<file path="config.mk">
export PLATFORM = sky130hd
export DESIGN_NAME = resp_cov_tracker
export DESIGN_NICKNAME = d
export VERILOG_FILES = /design/src/rtl/resp_chk_pkg.sv /design/src/rtl/resp_cov_tracker.sv
export SDC_FILE = /design/constraint.sdc
export NUM_CORES = 1
export LEC_CHECK = 0
export ABC_AREA = 1
export ABC_CLOCK_PERIOD_IN_PS = 1000
export BUFFER_PORTS_ARGS = -buffer_cell sky130_fd_sc_hd__buf_2
export CORE_AREA = 8 8 45 47
export DETAILED_ROUTE_END_ITERATION = 16
export DIE_AREA = 0 0 53 55
export PLACE_DENSITY = 0.43
export SLEW_MARGIN = 20
export SYNTH_ARGS = -nofsm -noshare
export SYNTH_HDL_FRONTEND = slang
export SYNTH_SLANG_ARGS = --single-unit
</file>
<file path="constraint.sdc">
create_clock -name clk -period 1 [get_ports clk]
set_input_delay 0.15 -clock clk [delete_from_list [all_inputs] [get_ports clk]]
set_output_delay 0.15 -clock clk [all_outputs]
set_load 0.01 [all_outputs]
</file>
<file path="src/rtl/resp_chk_pkg.sv">
// Shared types and helpers for the resp_checker response monitor.
package resp_chk_pkg;

  typedef enum logic [1:0] {
    ST_IDLE  = 2'd0,
    ST_CHECK = 2'd1,
    ST_DONE  = 2'd2
  } state_e;

  // Increment that sticks at max instead of wrapping.
  function automatic logic [31:0] sat_inc(
    input logic [31:0] v,
    input logic [31:0] max
  );
    return (v >= max) ? max : v + 32'd1;
  endfunction

endpackage

</file>
<file path="src/rtl/resp_cov_tracker.sv">
// Coverage bitmap: one bit per input vector, with clear and set-index.
module resp_cov_tracker
  import resp_chk_pkg::*;
#(
  parameter int IN_W = 2
) (
  input  logic                   clk,
  input  logic                   rst,
  input  logic                   clr,
  input  logic                   set_en,
  input  logic [IN_W-1:0]        set_idx,
  output logic [(1<<IN_W)-1:0]   cov_map,
  output logic                   full,
  output logic                   full_nxt
);

  localparam int NV = 1 << IN_W;

  logic [NV-1:0] cov_q;
  logic [NV-1:0] cov_d;
  logic [NV-1:0] hit;

  always_comb begin
    hit = '0;
    hit[set_idx] = 1'b1;
    cov_d = cov_q;
    if (clr) begin
      cov_d = '0;
    end else if (set_en) begin
      cov_d = cov_q | hit;
    end
  end

  always_ff @(posedge clk or posedge rst) begin
    if (rst) begin
      cov_q <= '0;
    end else begin
      cov_q <= cov_d;
    end
  end

  assign cov_map  = cov_q;
  assign full     = &cov_q;
  assign full_nxt = &(cov_q | hit);

endmodule

</file>
==> flow_metrics.tcl <==
set metrics [dict create \
    status "finished with violations" \
    violations "negative setup slack" \
    crit_buf_inv 1 \
    largest_register_ffs 4 \
    track_usage_pct 5.151 \
    die_area_um2 2915 \
    utilization_pct 27.58 \
    crit_path_cell_trace "o21bai_4 > nand2_1 > nor2_1 > buf_2" \
    initial_core_util_pct 15.82 \
    synth.distinct_cells 8 \
    slew_headroom_pct 90.61 \
    die_w_um 53 \
    cp-start-kind "flop" \
    leakagePower_nw 0.2122 \
    ys_warn_count 0 \
    fin_setup_tns_ps -304.8 \
    ant_nets 0 \
    place_area_um2 294.0 \
    synthToLayoutAreaGrowth_pct 74.29 \
    dieHeight_um 55 \
    n_antenna_cell 0 \
    std_cell_rows 14 \
    cp.arrival_ps 1030 \
    period_needed_ps 1183 \
    avgViaCountPerCell 3.727 \
    worst_slew_pin_slew_ps 139.3 \
    drt-pass1-iter-count 2 \
    timing.final.crit_share_pct 118.3 \
    yosys_register_bits 4 \
    synthCells 32 \
    netlist_area_um2 219.0 \
    drc 0 \
    grt_pass1_vias 264 \
    numPortBuffers 11 \
    core_um2 1384 \
    synth-seq-area-share_pct 45.71 \
    peakVddDrop_v 0.0005055 \
    initialDrtViolationCount 2 \
    htree_levels 1 \
    wl_um 607 \
    hold_viol_final 0 \
    cts_made_buffers 3 \
    antenna_found_initial 0 \
    regToRegSetupSlack_ps 100 \
    rsz0062_at_grt "true" \
    crit_type "reg -> out" \
    syn_nets 38 \
    cp_data_required_time_ps 850 \
    syn_avg_cell_area_um2 6.843 \
    min_path_type "in -> reg" \
    final_cell_area_um2 381.6 \
    cts_tree "yes" \
    clock_path_buffers 2 \
    critPathMaxStageDelay_ps 400 \
    cts.sinks 4 \
    critPathTopFamily "flip-flops" \
    grt_start_max_net_pins 5 \
    drive_gt1_share_pct 38.00 \
    setup_ws_ps -183.2 \
    dp_slack_ps 59.02 \
    nNetsFinal 58 \
    clock_latency_ps 230 \
    cp_max_fo 4 \
    clk_pin_slew_ps 40 \
    cts_root_buf "clkbuf_4" \
    grt_pass1_wl_um 1007 \
    fmax_ghz 0.8452 \
    finClkSkew_ps 0 \
    cp-end-kind "output port" \
    gp_congestion 0.7046 \
    vias 246 \
    avgRoutedWirePerCell_um 9.197 \
    max_cap_violations 0 \
    grt_overflow 0 \
    ios 12 \
    maxSlewViolCount 0 \
    power_density_nw_per_um2 1179 \
    slowest_stage "dfrtp_1" \
    setup_viol 2 \
]
-- worst register-to-register path, delay by kind of cell (launching register included) --
family | cells | cell delay, ps
simple gates | 1 | 40
flops | 1 | 400
compound gates | 1 | 180
buf+inv | 2 | 170
-- synth_stat cells --
cell / count / share of area [%]
dfrtp_1: 4 / 46
a21oi_1: 3 / 6.9
inv_1: 8 / 14
nand2_1: 9 / 15
nor2_1: 2 / 3.4
nor3_1: 1 / 2.3
o21bai_1: 1 / 3.4
o21ai_0: 4 / 9.1
-- cell type report --
cell class	count	area, um2
Timing Repair Buffer	15	103.9
Clock buffer	3	22.52
Tap cell	16	20.02
Sequential cell	4	100.1
Multi-Input combinational cell	20	105.1
Inverter	8	30.03
Fill cell	163	1002
-- through the flow --
step	cells	hold WS, ps	total power [mW]
finish	66	202.8	0.4500
global route	66	209.5	0.4921
CTS	66	197.1	0.4580
detailed placement	59	31.40	0.2344
global placement	59	35.61	0.2354
floorplan	32	-83.92	0.2077
-- layout by cell type, fill, tap and decap left out --
master,count
dlygate4sd3_1,1
inv_1,8
buf_4,2
nor3_2,1
dfrtp_1,4
nand2_1,9
buf_2,9
buf_6,3
a21oi_1,3
o21ai_0,4
clkbuf_4,3
o21bai_4,1
nor2_1,2
-- where the power goes --
group / switching (mW) / internal, mW / leakage, nW
clock: 0.0605 / 0.134 / 0.0138
combinational: 0.0402 / 0.0411 / 0.144
sequential: 0.00492 / 0.169 / 0.0545
total: 0.106 / 0.344 / 0.212
-- routing by layer --
| layer | global-route usage, % | wire length [um] |
|---|---|---|
| met5 | 0 | 0 |
| met2 | 7.617 | 311 |
| met3 | 2.941 | 48 |
| met1 | 3.982 | 238 |
| met4 | 7.759 | 9 |
-- timing repair --
item,CTS,global route
pin swaps,0,0
hold buffers,1,0
setup buffers,3,1
hold endpoints to repair,4,0
cloned,0,0
setup endpoints to repair,2,4
gates resized for setup,3,2
-- kinds of logic after synthesis --
family / after synthesis / synth area share (%)
and+or+nand+nor: 12 / 21.14
AOI/OAI and AO/OA: 8 / 19.43
buffers and inverters: 8 / 13.71
DFF: 4 / 45.72
-- worst paths after layout --
check / depth (start not counted) / startpoint / end
setup / recovery: 4 / cov_map[0]$_DFFE_PP0P_ / full_nxt
hold / removal: 4 / clr / cov_map[3]$_DFFE_PP0P_
setup reg to reg: 4 / cov_map[0]$_DFFE_PP0P_ / cov_map[0]$_DFFE_PP0P_
hold reg to reg: 2 / cov_map[2]$_DFFE_PP0P_ / cov_map[2]$_DFFE_PP0P_
max in group asynchronous: 3 / rst / cov_map[1]$_DFFE_PP0P_
min in group asynchronous: 3 / rst / cov_map[2]$_DFFE_PP0P_
Note: power is estimated with default switching activity, not from simulation.
